`src/rtl/toaplan2_pkg.sv`:
```
// Shared constants for the Toaplan2 GP9001 CPU bridge: operation codes,
// register byte offsets, FSM state encodings and the offset-to-operation decode.
package toaplan2_pkg;

    localparam logic [2:0] OP_NONE     = 3'd0;
    localparam logic [2:0] OP_SEL_REG  = 3'd1;
    localparam logic [2:0] OP_WR_REG   = 3'd2;
    localparam logic [2:0] OP_WR_RAM   = 3'd3;
    localparam logic [2:0] OP_RD_RAM_H = 3'd4;
    localparam logic [2:0] OP_RD_RAM_L = 3'd5;
    localparam logic [2:0] OP_SET_PTR  = 3'd6;

    // Byte offsets, i.e. {A[3:1], 1'b0}
    localparam logic [3:0] OFF_PTR     = 4'h0;
    localparam logic [3:0] OFF_RAM_H   = 4'h4;
    localparam logic [3:0] OFF_RAM_L   = 4'h6;
    localparam logic [3:0] OFF_REG_SEL = 4'h8;
    localparam logic [3:0] OFF_REG_DAT = 4'hC;

    localparam logic [1:0] ST_IDLE = 2'd0;
    localparam logic [1:0] ST_REQ  = 2'd1;
    localparam logic [1:0] ST_HOLD = 2'd2;

    // OP_NONE marks an access completed immediately without a VDP handshake.
    function automatic logic [2:0] decode_op(input logic rw, input logic [3:0] off);
        logic [2:0] op;
        op = OP_NONE;
        if (rw) begin
            case (off)
                OFF_RAM_H: op = OP_RD_RAM_H;
                OFF_RAM_L: op = OP_RD_RAM_L;
                default:   op = OP_NONE;
            endcase
        end else begin
            case (off)
                OFF_PTR:     op = OP_SET_PTR;
                OFF_RAM_H:   op = OP_WR_RAM;
                OFF_RAM_L:   op = OP_WR_RAM;
                OFF_REG_SEL: op = OP_SEL_REG;
                OFF_REG_DAT: op = OP_WR_REG;
                default:     op = OP_NONE;
            endcase
        end
        return op;
    endfunction

endpackage

```
`src/rtl/toaplan2_wait_timer.sv`:
```
// Saturating count of cycles spent waiting for a VDP ACK; expired_o is combinational
// and asserts during the TIMEOUT-th waiting cycle. TIMEOUT = 0 never expires.
module toaplan2_wait_timer #(
    parameter int TIMEOUT = 256
) (
    input  logic clk_i,
    input  logic rst_i,
    input  logic clr_i,
    input  logic run_i,
    output logic expired_o
);

    localparam int CW = (TIMEOUT < 1) ? 1 : $clog2(TIMEOUT + 1);
    localparam logic [CW-1:0] LIMIT = CW'(TIMEOUT);
    localparam logic [CW-1:0] LAST  = CW'((TIMEOUT > 0) ? TIMEOUT - 1 : 0);

    logic [CW-1:0] cnt_q, cnt_d;

    always_comb begin
        cnt_d = cnt_q;
        if (clr_i) begin
            cnt_d = '0;
        end else if (run_i && (cnt_q != LIMIT)) begin
            cnt_d = cnt_q + CW'(1);
        end
    end

    always_ff @(posedge clk_i or posedge rst_i) begin
        if (rst_i) begin
            cnt_q <= '0;
        end else begin
            cnt_q <= cnt_d;
        end
    end

    assign expired_o = (TIMEOUT != 0) && run_i && (cnt_q == LAST);

endmodule

```
`src/rtl/toaplan2_gp9001_bridge.sv`:
```
// 68k-to-GP9001 bridge: decodes CPU accesses into VDP operations and holds BUSY
// until the target VDP acknowledges, the wait times out, or the CPU aborts.
module toaplan2_gp9001_bridge
    import toaplan2_pkg::*;
#(
    parameter int NVDP    = 1,
    parameter int TIMEOUT = 256
) (
    input  logic                 CLK96,
    input  logic                 RESET96,
    input  logic [NVDP-1:0]      SEL,
    input  logic [2:0]           ADDR,
    input  logic                 RW,
    input  logic                 ASn,
    input  logic [15:0]          CPU_DIN,
    input  logic [NVDP-1:0]      VBL_STAT,
    input  logic [NVDP-1:0]      ACK,
    input  logic [16*NVDP-1:0]   VDP_DOUT,
    output logic                 BUSY,
    output logic [15:0]          RDATA,
    output logic [2:0]           OP,
    output logic [NVDP-1:0]      VSEL,
    output logic [15:0]          OP_DATA,
    output logic                 ERR
);

    logic [1:0]      state_q, state_d;
    logic [2:0]      op_q, op_d;
    logic [NVDP-1:0] vsel_q, vsel_d;
    logic [15:0]     opdat_q, opdat_d;
    logic [15:0]     rdata_q, rdata_d;
    logic            err_q, err_d;

    logic [NVDP-1:0] sel_oh;
    logic            sel_found;
    logic [15:0]     vdp_rd;
    logic [3:0]      offset;
    logic [2:0]      req_op;
    logic            start;
    logic            ack_tgt;
    logic            vbl_tgt;
    logic            op_is_read;
    logic            expired;

    // Lowest selected index wins if the decoder ever raises more than one SEL bit.
    always_comb begin
        sel_oh    = '0;
        sel_found = 1'b0;
        for (int i = 0; i < NVDP; i++) begin
            if (SEL[i] && !sel_found) begin
                sel_oh[i] = 1'b1;
                sel_found = 1'b1;
            end
        end
    end

    always_comb begin
        vdp_rd = '0;
        for (int i = 0; i < NVDP; i++) begin
            if (vsel_q[i]) begin
                vdp_rd = vdp_rd | VDP_DOUT[16*i +: 16];
            end
        end
    end

    assign offset     = {ADDR, 1'b0};
    assign req_op     = decode_op(RW, offset);
    assign start      = (state_q == ST_IDLE) && (|SEL) && !ASn;
    assign ack_tgt    = |(ACK & vsel_q);
    assign vbl_tgt    = |(VBL_STAT & sel_oh);
    assign op_is_read = (op_q == OP_RD_RAM_H) || (op_q == OP_RD_RAM_L);

    toaplan2_wait_timer #(
        .TIMEOUT(TIMEOUT)
    ) u_wait_timer (
        .clk_i    (CLK96),
        .rst_i    (RESET96),
        .clr_i    (start && (req_op != OP_NONE)),
        .run_i    (state_q == ST_REQ),
        .expired_o(expired)
    );

    always_comb begin
        state_d = state_q;
        op_d    = op_q;
        vsel_d  = vsel_q;
        opdat_d = opdat_q;
        rdata_d = rdata_q;
        err_d   = 1'b0;
        case (state_q)
            ST_IDLE: begin
                if (start) begin
                    if (req_op != OP_NONE) begin
                        state_d = ST_REQ;
                        op_d    = req_op;
                        vsel_d  = sel_oh;
                        opdat_d = CPU_DIN;
                    end else begin
                        state_d = ST_HOLD;
                        if (RW) begin
                            rdata_d = (offset == OFF_REG_DAT) ? {15'b0, ~vbl_tgt} : 16'h0000;
                        end
                    end
                end
            end
            ST_REQ: begin
                // ACK is checked first so it beats both an abort and a timeout on the same edge.
                if (ack_tgt) begin
                    if (op_is_read) begin
                        rdata_d = vdp_rd;
                    end
                    op_d    = OP_NONE;
                    vsel_d  = '0;
                    state_d = ST_HOLD;
                end else if (ASn) begin
                    op_d    = OP_NONE;
                    vsel_d  = '0;
                    state_d = ST_IDLE;
                end else if (expired) begin
                    rdata_d = 16'hFFFF;
                    err_d   = 1'b1;
                    op_d    = OP_NONE;
                    vsel_d  = '0;
                    state_d = ST_HOLD;
                end
            end
            ST_HOLD: begin
                if (ASn) begin
                    state_d = ST_IDLE;
                end
            end
            default: begin
                state_d = ST_IDLE;
                op_d    = OP_NONE;
                vsel_d  = '0;
            end
        endcase
    end

    always_ff @(posedge CLK96 or posedge RESET96) begin
        if (RESET96) begin
            state_q <= ST_IDLE;
            op_q    <= OP_NONE;
            vsel_q  <= '0;
            opdat_q <= '0;
            rdata_q <= '0;
            err_q   <= 1'b0;
        end else begin
            state_q <= state_d;
            op_q    <= op_d;
            vsel_q  <= vsel_d;
            opdat_q <= opdat_d;
            rdata_q <= rdata_d;
            err_q   <= err_d;
        end
    end

    assign BUSY    = (|SEL) && (state_q != ST_HOLD);
    assign RDATA   = rdata_q;
    assign OP      = op_q;
    assign VSEL    = vsel_q;
    assign OP_DATA = opdat_q;
    assign ERR     = err_q;

endmodule

```
`config.mk`:
```
export PLATFORM = sky130hd
export DESIGN_NAME = toaplan2_gp9001_bridge
export DESIGN_NICKNAME = d
export VERILOG_FILES = /design/src/rtl/toaplan2_pkg.sv /design/src/rtl/toaplan2_wait_timer.sv /design/src/rtl/toaplan2_gp9001_bridge.sv
export SDC_FILE = /design/constraint.sdc
export NUM_CORES = 1
export LEC_CHECK = 0
export ABC_AREA = 0
export CAP_MARGIN = 30
export CORE_MARGIN = 1
export CORE_UTILIZATION = 41
export DETAILED_ROUTE_END_ITERATION = 16
export PLACE_DENSITY = 0.77
export SYNTH_ARGS = -nofsm -noshare
export SYNTH_HDL_FRONTEND = slang
export SYNTH_SLANG_ARGS = --single-unit
```
`constraint.sdc`:
```
create_clock -name CLK96 -period 1.9 [get_ports CLK96]
set_input_delay 0.38 -clock CLK96 [delete_from_list [all_inputs] [get_ports CLK96]]
set_output_delay 0.38 -clock CLK96 [all_outputs]
set_load 0.02 [all_outputs]
```
# --- Word-level counts from Yosys, hierarchy flattened ---
# Cells that the tools add are included.
word_totals:
  ff_bits: 48
classes:
  bitwise_logic: 4
  n_eq_ne: 20
  muxes: 39
  add_sub_neg: 1
  n_reduce_logical: 18
ops:
  columns: ["cell", "n"]
  rows:
  - ["16-bit two-way mux", 8]
  - ["16-bit case mux with 2 select lines", 1]
  - ["3-bit two-way mux", 6]
  - ["9-bit two-way mux", 2]
  - ["3-bit == test, second input constant", 4]
  - ["2-bit two-way mux", 6]
  - ["3-bit case mux with 4 select lines", 1]
  - ["1-bit two-way mux", 11]
  - ["2-bit inequality test, second input constant", 5]
  - ["9-bit by 1-bit adder with 9-bit output, second input constant", 1]
  - ["9-bit by 8-bit == test with 1-bit output, second input constant", 1]
  - ["3-bit inequality test, second input constant", 3]
  - ["9-bit inequality test, second input constant", 1]
  - ["3-bit case mux with 3 select lines", 1]
  - ["7-bit AND reduction", 1]
  - ["3-bit by 2-bit == test with 1-bit output, second input constant", 2]
  - ["1-bit logical AND", 6]
  - ["2-bit case mux with 3 select lines", 1]
  - ["3-bit case mux with 2 select lines", 1]
  - ["3-bit AND reduction", 2]
  - ["4-bit logical NOT", 1]
  - ["4-bit inequality test, second input constant", 1]
  - ["4-bit AND reduction", 1]
  - ["2-bit nonzero test", 2]
  - ["other kinds (11)", 13]

# --- Depth between registers and ports, before layout ---
# Gate-level depths: netlist of the first run.
depth:
  depth_word: 8
  ltp_mapped: 10

# --- Hierarchy ---
# From an unflattened synthesis of the first run, not the netlist that was laid out.
hier_totals:
  cells_unflattened: 214
  hier_area_um2: 2386.0
modules_own_cells:
  columns: ["mod", "area_each_um2", "cells_per_inst", "instances", "seq_area_each_um2"]
  rows:
  - ["toaplan2_gp9001_bridge", 1861.8, 159, 1, 975.9]
  - ["toaplan2_wait_timer", 524.3, 55, 1, 225.2]

# --- Worst setup path after synthesis of the first run ---
# No wires, ideal clock.
synth_timing:
  path_kind: "register to register"
  startpoint: "register u_wait_timer.cnt_q[0]"
  endpoint: "register rdata_q[0], in the netlist RDATA[0]"
  stages_incl_launch_ff: 10
  setup_slack_ns: -0.115
  t_arrival_ns: 1.891
  period_less_slack_ns: 2.015
  required_time_ns: 1.775
  path_buffers: 1
  cell_sequence: "dfrtp_1 ha_1 and3_1 and3_1 ha_1 nand2b_1 o21ai_1 a32o_1 buf_6 mux2_2"
synth_between:
  elab_chain_cells: 4
synth_lines:
  columns: ["item", "line_no", "text"]
  rows:
  - ["start: declaration", "toaplan2_wait_timer.sv:17", "logic [CW-1:0] cnt_q, cnt_d;"]
  - ["start signal: assignment", "toaplan2_wait_timer.sv:32", "cnt_q <= cnt_d;"]
  - ["9-bit by 8-bit == test with 1-bit output", "toaplan2_wait_timer.sv:36", "assign expired_o = (TIMEOUT != 0) && run_i && (cnt_q == LAST);"]
  - ["1-bit logical AND", "toaplan2_wait_timer.sv:36", null]
  - ["3-bit inequality test (no source line)", null, null]
  - ["7-bit AND reduction (no source line)", null, null]
  - ["end signal: assignment", "toaplan2_gp9001_bridge.sv:153", "rdata_q <= rdata_d;"]
  - ["end: declaration", "toaplan2_gp9001_bridge.sv:31", "logic [15:0] rdata_q, rdata_d;"]
# Every way passes these cells.
# A chain may end at the register's enable or synchronous reset.

# --- Worst setup path in the final report of the first run ---
layout_timing:
  startpoint: "register u_wait_timer.cnt_q[0]"
  endpoint: "register rdata_q[4], in the netlist RDATA[4]"
# Same word-level chain as after synthesis.

==> results of run 1 <==
==> through the flow <==
| stage | hold slack, ns | setup TNS (ns) | setup slack, ns | instances | power, mW |
|---|---|---|---|---|---|
| after floorplan | 0.476 | -0.0867 | -0.0262 | 235 | 2.09 |
| after global placement | 0.458 | -0.847 | -0.123 | 398 | 2.77 |
| after detailed placement | 0.462 | -1.74 | -0.122 | 398 | 2.81 |
| after CTS | 0.316 | -0.447 | -0.0733 | 406 | 3.41 |
| after global routing | 0.329 | -3.14 | -0.214 | 408 | 3.62 |
| final | 0.319 | -1.60 | -0.130 | 408 | 3.42 |
==> power by group <==
group	leakage (nW)	internal, mW	switching, mW
clock	0.0400	0.250	0.332
combinational	0.929	0.714	0.692
sequential	0.626	1.27	0.158
total	1.59	2.23	1.18
==> critical path: stages, from the launching register on <==
cell and delay [ns]:
dfrtp_1 0.37, ha_2 0.19, and3_4 0.18, and3_4 0.19
ha_4 0.17, nand2b_4 0.06, o21ai_2 0.13, a32o_2 0.26
clkbuf_16 0.20, mux2i_1 0.20
==> logic make-up (layout without fill, tap and decap cells) <==
logic type,Yosys count,after routing,share of synthesized area [%]
adders and majority gates,4,4,2.08
buffers and inverters,35,138,6.91
xor gates and xnor gates,4,4,1.54
AOI/OAI and AO/OA,34,34,9.65
DFF,48,48,52.7
and+or+nand+nor,90,90,18.2
muxes,20,20,8.94
==> state kept, by name, indices dropped and copies added (netlist names) <==
register / flops
ERR: 1
OP: 3
OP_DATA: 16
RDATA: 16
VSEL: 1
state_q: 2
u_wait_timer.cnt_q: 9
==> area by class of cell <==
type	count	share of cell area [%]
Tap cell	70	2.51
Inverter	23	2.47
Clock buffer	5	1.97
Timing Repair Buffer	108	30.1
Multi-Input combinational cell	152	28.3
Sequential cell	48	34.4
Clock inverter	2	0.358
==> cell usage in the layout (no fill, tap or decap), drive strengths merged, types with 4 or more instances in the layout <==
master	n
dfrtp	48
clkbuf	6
nor3	4
nand2	58
xor2	4
nand4	4
clkdlybuf4s50	78
nor2	8
inv	23
mux2i	17
buf	28
o21ai	18
==> cells in the mapped netlist, types with 4 or more instances <==
cell,instances,share of area [%]
nor3_1,4,0.88
dfrtp_1,48,53
buf_2,6,1.3
nor2_1,8,1.3
o21ai_0,16,3.5
nand2_1,58,9.5
mux2i_1,17,7.5
nand4_1,4,1.1
inv_1,23,3.8
xor2_1,4,1.5
==> repair_timing <==
action | in CTS | in global routing
pin swaps | 0 | 6
setup buffers | 1 | 2
gates cloned | 0 | 1
gates resized for setup | 3 | 4
endpoints found under the setup margin | 19 | 19
==> how the worst min path moves through the flow <==
stage | from | to | cells after the start
after detailed placement | OP_DATA[7] | OP_DATA[7] | 2
after global routing | RESET96 | OP_DATA[14] | 2
after floorplan | ASn | state_q[1] | 1
after global placement | OP_DATA[8] | OP_DATA[8] | 2
final | RESET96 | RDATA[15] | 2
after CTS | RESET96 | OP_DATA[14] | 2
==> routing by layer <==
metal | track usage (%) | vias to the layer above | part of all wire, %
met5 | 0 | - | 0
met1 | 26.3 | 956 | 45
met3 | 3.35 | 6 | 2.9
met2 | 36.5 | 43 | 51
li1 | - | 986 | -
met4 | 7.50 | 0 | 1.5
==> impl_metrics.csv, run 1 <==
group,metric,value,unit
outcome,status,"finished, violations left",
outcome,violations,"setup timing",
timing,clock_skew,0.00634,ns
timing,tightest_slew,0.550,ns
logic_synthesis,ys_types,38,
die,row_count,26,
cells_and_area,nFillCells,450,
timing,max_freq,493,MHz
logic_synthesis,syn_area_per_cell,9.71,µm²
global_routing,grt_antenna_before_repair,0,
cells_and_area,regArea,1200,µm²
cells_and_area,final_util,66.7,%
power,power.leakage,1.59,nW
logic_synthesis,synth_edf_count,0,
die,core_area,5240,µm²
global_routing,grt.total_usage,21.0,%
cts,clock_latency,0.30,ns
global_routing,grt_max_degree,40,
cts,ctsHoldBuffers,0,
global_routing,grt_pass1_wl,9.75,mm
place,routabilityCongestion,0.841,
die,start_util,43.5,%
detailed_routing,drcViolationCount,0,
logic_synthesis,synth.net_count,280,
timing,fin_crit,2.03,ns
worst_setup_path,r2r_slack,-0.13,ns
worst_setup_path,startpoint_type,"flip-flop",
timing,slew_headroom,62.8,%
worst_setup_path,r2r_cells,9,
global_routing,grt_pass1_vias,2103,
worst_setup_path,crit_path_max_fanout,7,
worst_setup_path,reg2reg_from,"u_wait_timer.cnt_q[0]",
worst_setup_path,startpoint,"u_wait_timer.cnt_q[0]",
worst_setup_path,arrival,2.25,ns
worst_setup_path,criticalPathCategory,"flip-flop to flip-flop",
cts,clk_pin_slew,0.09,ns
cells_and_area,drive_gt1_share,15.1,%
detailed_routing,drtAntennaViolNets,0,
cts,numClockSinks,48,
power,powerDensity,978,nW/µm²
detailed_routing,initialDrtViolationCount,156,
timing,setup_viol,18,
worst_setup_path,worstSetupEndpointType,"flip-flop",
cells_and_area,fin_area,3490,µm²
flow_run,maxCapViolations,0,
cts,cts_tree,"yes",
worst_setup_path,required,2.12,ns
die,die_x,76.6,µm
timing,drv_slew,0,
cells_and_area,fin_nets,383,
place,place_area,3340,µm²
place,io_buffers,79,
die,ios,80,
logic_synthesis,async_flop_share,100,%
cts,cts_max_path_buffers,2,
die,dieArea,5870,µm²
detailed_routing,wl_per_cell,14.3,µm
detailed_routing,dr.pass1.iters,4,
cts,h-tree-depth,2,
cts,root_buffer,"clkbuf_8",
detailed_routing,drt_wl_total,5.83,mm
cells_and_area,multi_input_comb_area,987,µm²
cells_and_area,n_antenna_cell,0,
timing,rsz0062_at_grt,"true",
power,ir_drop,0.479,mV
logic_synthesis,synthFlopType,"dfrtp_1",
detailed_routing,routed_via_density,4.88,
logic_synthesis,synth-seq-cells,48,
timing,hold_viol,0,
logic_synthesis,synth-seq-area-share,52.7,%
global_routing,grt_remaining_overflow,0,
cells_and_area,area.growth.synth_to_final,53.2,%
logic_synthesis,synth_area,2280,µm²
cts,numCtsBuffers,5,
worst_setup_path,timing.rr.end,"RDATA[4]",
detailed_routing,vias,1991,
hold_path,hp-class,"primary input to async pin",
logic_synthesis,yosysWarnings,0,
die,die_height,76.6,µm
logic_synthesis,syn_inst,235,
timing,fin_crit_sh,107,%
worst_setup_path,crit_end,"RDATA[4]",
timing,setup_slack,-0.130,ns
place,dp_hpwl,4.17,mm
No activity file was read; power rests on OpenSTA's default activity.
==> inputs of run 2 (changes only) <==
--- a/config.mk
+++ b/config.mk
@@ -5,12 +5,14 @@
 export SDC_FILE = /design/constraint.sdc
 export NUM_CORES = 1
 export LEC_CHECK = 0
-export ABC_AREA = 0
+export ABC_AREA = 1
 export CAP_MARGIN = 30
 export CORE_MARGIN = 1
-export CORE_UTILIZATION = 41
+export CORE_UTILIZATION = 42
+export CTS_BUF_LIST = sky130_fd_sc_hd__clkbuf_16
 export DETAILED_ROUTE_END_ITERATION = 16
 export PLACE_DENSITY = 0.77
+export SETUP_SLACK_MARGIN = 0.1
 export SYNTH_ARGS = -nofsm -noshare
 export SYNTH_HDL_FRONTEND = slang
 export SYNTH_SLANG_ARGS = --single-unit
==> run 2 against run 1 <==
The flow now finishes without violations; via count rose by 21%; count of clock-buffer cells in the layout stayed put; non-clock buffer count is 9 lower; fmax up 11%; critical path depth up 4; sequential share of layout area decreased by 1.3 points; first-iteration DRC count is 14% lower; clock power increased by 69%; synthesized area rose by 7.7%; core utilization decreased by 1.5 points; register-to-register slack better by 0.21 ns.
==> impl_metrics.csv, run 2 <==
group,metric,value,unit
timing,fin_crit,1.82,ns
die,dieArea,6160,µm²
cells_and_area,fin_nets,469,
logic_synthesis,synth-seq-cells,48,
cells_and_area,n_antenna_cell,0,
cts,cts_tree,"yes",
cells_and_area,final_util,65.2,%
global_routing,grt_antenna_before_repair,0,
place,place_area,3430,µm²
global_routing,grt_max_degree,33,
global_routing,grt_remaining_overflow,0,
worst_setup_path,r2r_slack,0.08,ns
worst_setup_path,startpoint,"u_wait_timer.cnt_q[0]",
worst_setup_path,worstSetupEndpointType,"flip-flop",
cts,numCtsBuffers,5,
worst_setup_path,worst_path_largest_cell_delay,0.36,ns
cts,cts_max_path_buffers,2,
detailed_routing,initialDrtViolationCount,134,
worst_setup_path,critical-path-slowest-cell,"dfrtp_1",
timing,hold_slack,0.346,ns
logic_synthesis,yosysMostFrequentCell,"nand2_1",
worst_setup_path,critical_path_buf_inv_count,2,
logic_synthesis,synth_top_area_share,48.9,%
detailed_routing,drcViolationCount,0,
die,start_util,44.1,%
place,routabilityCongestion,0.856,
cts,clk_pin_slew,0.06,ns
logic_synthesis,muxShareOfSynthArea,0,%
place,io_buffers,79,
logic_synthesis,yosys-top-cells-count,"nand2_1, dfrtp_1, nor2_1",
timing,fin_crit_sh,96.0,%
cells_and_area,drive_gt1_share,12.0,%
logic_synthesis,yosysWarnings,0,
worst_setup_path,r2r_cells,13,
cts,h-tree-depth,2,
worst_setup_path,reg2reg_from,"u_wait_timer.cnt_q[0]",
die,core_area,5570,µm²
logic_synthesis,synth_area,2460,µm²
logic_synthesis,synth_edf_count,0,
timing,rsz0062_at_grt,"true",
worst_setup_path,arrival,2.05,ns
detailed_routing,drtAntennaViolNets,0,
cells_and_area,nFillCells,471,
logic_synthesis,syn_area_per_cell,7.47,µm²
logic_synthesis,synth-seq-area-share,48.9,%
worst_setup_path,crit_end,"RDATA[8]",
cts,clock_latency,0.28,ns
global_routing,grt_pass1_vias,2237,
timing,fin_setup_tns,0,ns
timing,hold_viol,0,
worst_setup_path,criticalPathCategory,"flip-flop to flip-flop",
worst_setup_path,crit_chain,"ha_2 > nand2_2 > nor2_2 > nand2_1 > nor3_2 > ha_2 > inv_2 > nand3_2 > nand2_2 > nor2_4 > buf_4 > nand3_1 > nand2_1",
timing,max_freq,548,MHz
timing,setup_slack,0.0761,ns
timing,clock_skew,0.00509,ns
logic_synthesis,syn_inst,329,
global_routing,grt.total_usage,20.0,%
cts,ctsHoldBuffers,0,
die,ios,80,
outcome,status,"complete, no violations",
detailed_routing,dr.pass1.iters,4,
cells_and_area,fin_area,3630,µm²
die,die_x,78.5,µm
logic_synthesis,ys_types,24,
cells_and_area,mostFrequentLayoutCell,"nand2_1",
worst_setup_path,startpoint_type,"flip-flop",
hold_path,hp-class,"primary input to async pin",
logic_synthesis,synth.net_count,374,
detailed_routing,vias,2406,
detailed_routing,wl_per_cell,11.9,µm
timing,drv_slew,0,
worst_setup_path,worst-path-stages,13,
power,ir_drop,0.628,mV
place,dp_hpwl,4.43,mm
logic_synthesis,synthFlopType,"dfrtp_1",
detailed_routing,drt_wl_total,5.90,mm
logic_synthesis,netlist_top_cells_area,"dfrtp_1, nand2_1, nand3_1",
logic_synthesis,synthSimpleGateAreaFrac,32.9,%
cts,numClockSinks,48,
cells_and_area,layout_common_cells,"nand2_1, clkdlybuf4s50_1, dfrtp_1, nor2_1, inv_1",
timing,slew_headroom,41.0,%
worst_setup_path,timing.rr.end,"RDATA[8]",
logic_synthesis,synth_top_family_by_area,"simple AND/OR/NAND/NOR gates",
logic_synthesis,async_flop_share,100,%
logic_synthesis,synth_xor_xnor_area_share,0,%
worst_setup_path,cp_top_family,"simple AND/OR/NAND/NOR gates",
flow_run,maxCapViolations,0,
detailed_routing,routed_via_density,4.84,
logic_synthesis,synth_compound_area_share,8.10,%
worst_setup_path,required,2.12,ns
power,power.leakage,1.86,nW
cts,root_buffer,"clkbuf_16",
logic_synthesis,netlist.top_cell.by_area,"dfrtp_1",
logic_synthesis,synth_adder_area_share,1.53,%
place,pre_cts_ws,-0.228,ns
cells_and_area,area.growth.synth_to_final,47.9,%
timing,setup_viol,0,
timing,tightest_slew,0.876,ns
power,powerDensity,1390,nW/µm²
global_routing,grt_pass1_wl,9.91,mm
die,row_count,27,
die,die_height,78.5,µm
worst_setup_path,crit_path_max_fanout,10,
==> run 2: cell count changes after synthesis, moves of 3 or more <==
cell,previous run,this run
nand4_1,4,8
nor2_1,8,44
inv_1,23,38
xor2_1,4,0
mux2_2,3,0
nand2_1,58,99
mux2i_1,17,0
and3_1,3,0
o21ai_0,16,27
nand3_1,2,33
nor4_1,3,0
==> run 2: how the worst min path moves through the flow <==
stage / start / end / slack, ns / cells after the start
6_report: RESET96 / u_wait_timer.cnt_q[6] / 0.35 / 2
5_1_grt: RESET96 / u_wait_timer.cnt_q[6] / 0.38 / 2
4_1_cts: RESET96 / u_wait_timer.cnt_q[6] / 0.36 / 2
3_5_place_dp: RDATA[12] / RDATA[12] / 0.46 / 2
3_3_place_gp: RDATA[11] / RDATA[11] / 0.45 / 2
2_1_floorplan: ASn / ERR / 0.45 / 1
==> run 2: cells by family after synthesis <==
group / count (synthesis)
adder cells (fa/ha/maj): 3
buffers and inverters: 51
flip-flops: 48
AND/OR/NAND/NOR: 191
AO/OA/AOI/OAI: 36
==> run 2: worst register-to-register path, delay by kind of cell, from the launching register on <==
| kind | cells | cell delay, ns |
|---|---|---|
| and+or+nand+nor | 9 | 0.79 |
| adders and majority gates | 2 | 0.40 |
| DFF | 1 | 0.36 |
| buffers and inverters | 2 | 0.23 |
==> run 2: per-stage QoR <==
| stage | cells | power, mW |
|---|---|---|
| floorplan | 329 | 2.92 |
| detailed placement | 487 | 4.05 |
| global placement | 487 | 3.99 |
| global route | 497 | 5.39 |
| finish | 497 | 5.07 |
| CTS | 495 | 5.05 |
==> run 2: power by group <==
part / total, mW / switching (mW) / internal [mW]
clock: 0.983 / 0.365 / 0.618
sequential: 1.67 / 0.250 / 1.42
combinational: 2.41 / 1.31 / 1.09
total: 5.07 / 1.93 / 3.14
==> run 2: area by class of cell <==
class | instances | area, µm² | share of cell area [%]
inverters | 40 | 150 | 4.13
repair buffers | 99 | 936 | 25.8
clock inverters | 3 | 42.5 | 1.17
flip-flops and latches | 48 | 1200 | 33.1
well taps | 72 | 90.1 | 2.48
multi-input cells | 230 | 1090 | 30.0
clock buffers | 5 | 125 | 3.44
==> run 2: layer usage <==
metal  vias to the layer above  GRT usage (%)  wire length [µm]
met5                         -              0                 0
met1                      1098           25.1              2570
met2                        76           35.2              2890
li1                       1227              -                 -
met3                         5           5.00               404
met4                         0           2.96                38
==> run 2: what timing repair did <==
action                                  4_1_cts  5_1_grt
endpoints found under the setup margin       21       27
pin swaps                                     0        6
gates resized for setup                       3       12
setup buffers                                 0        2
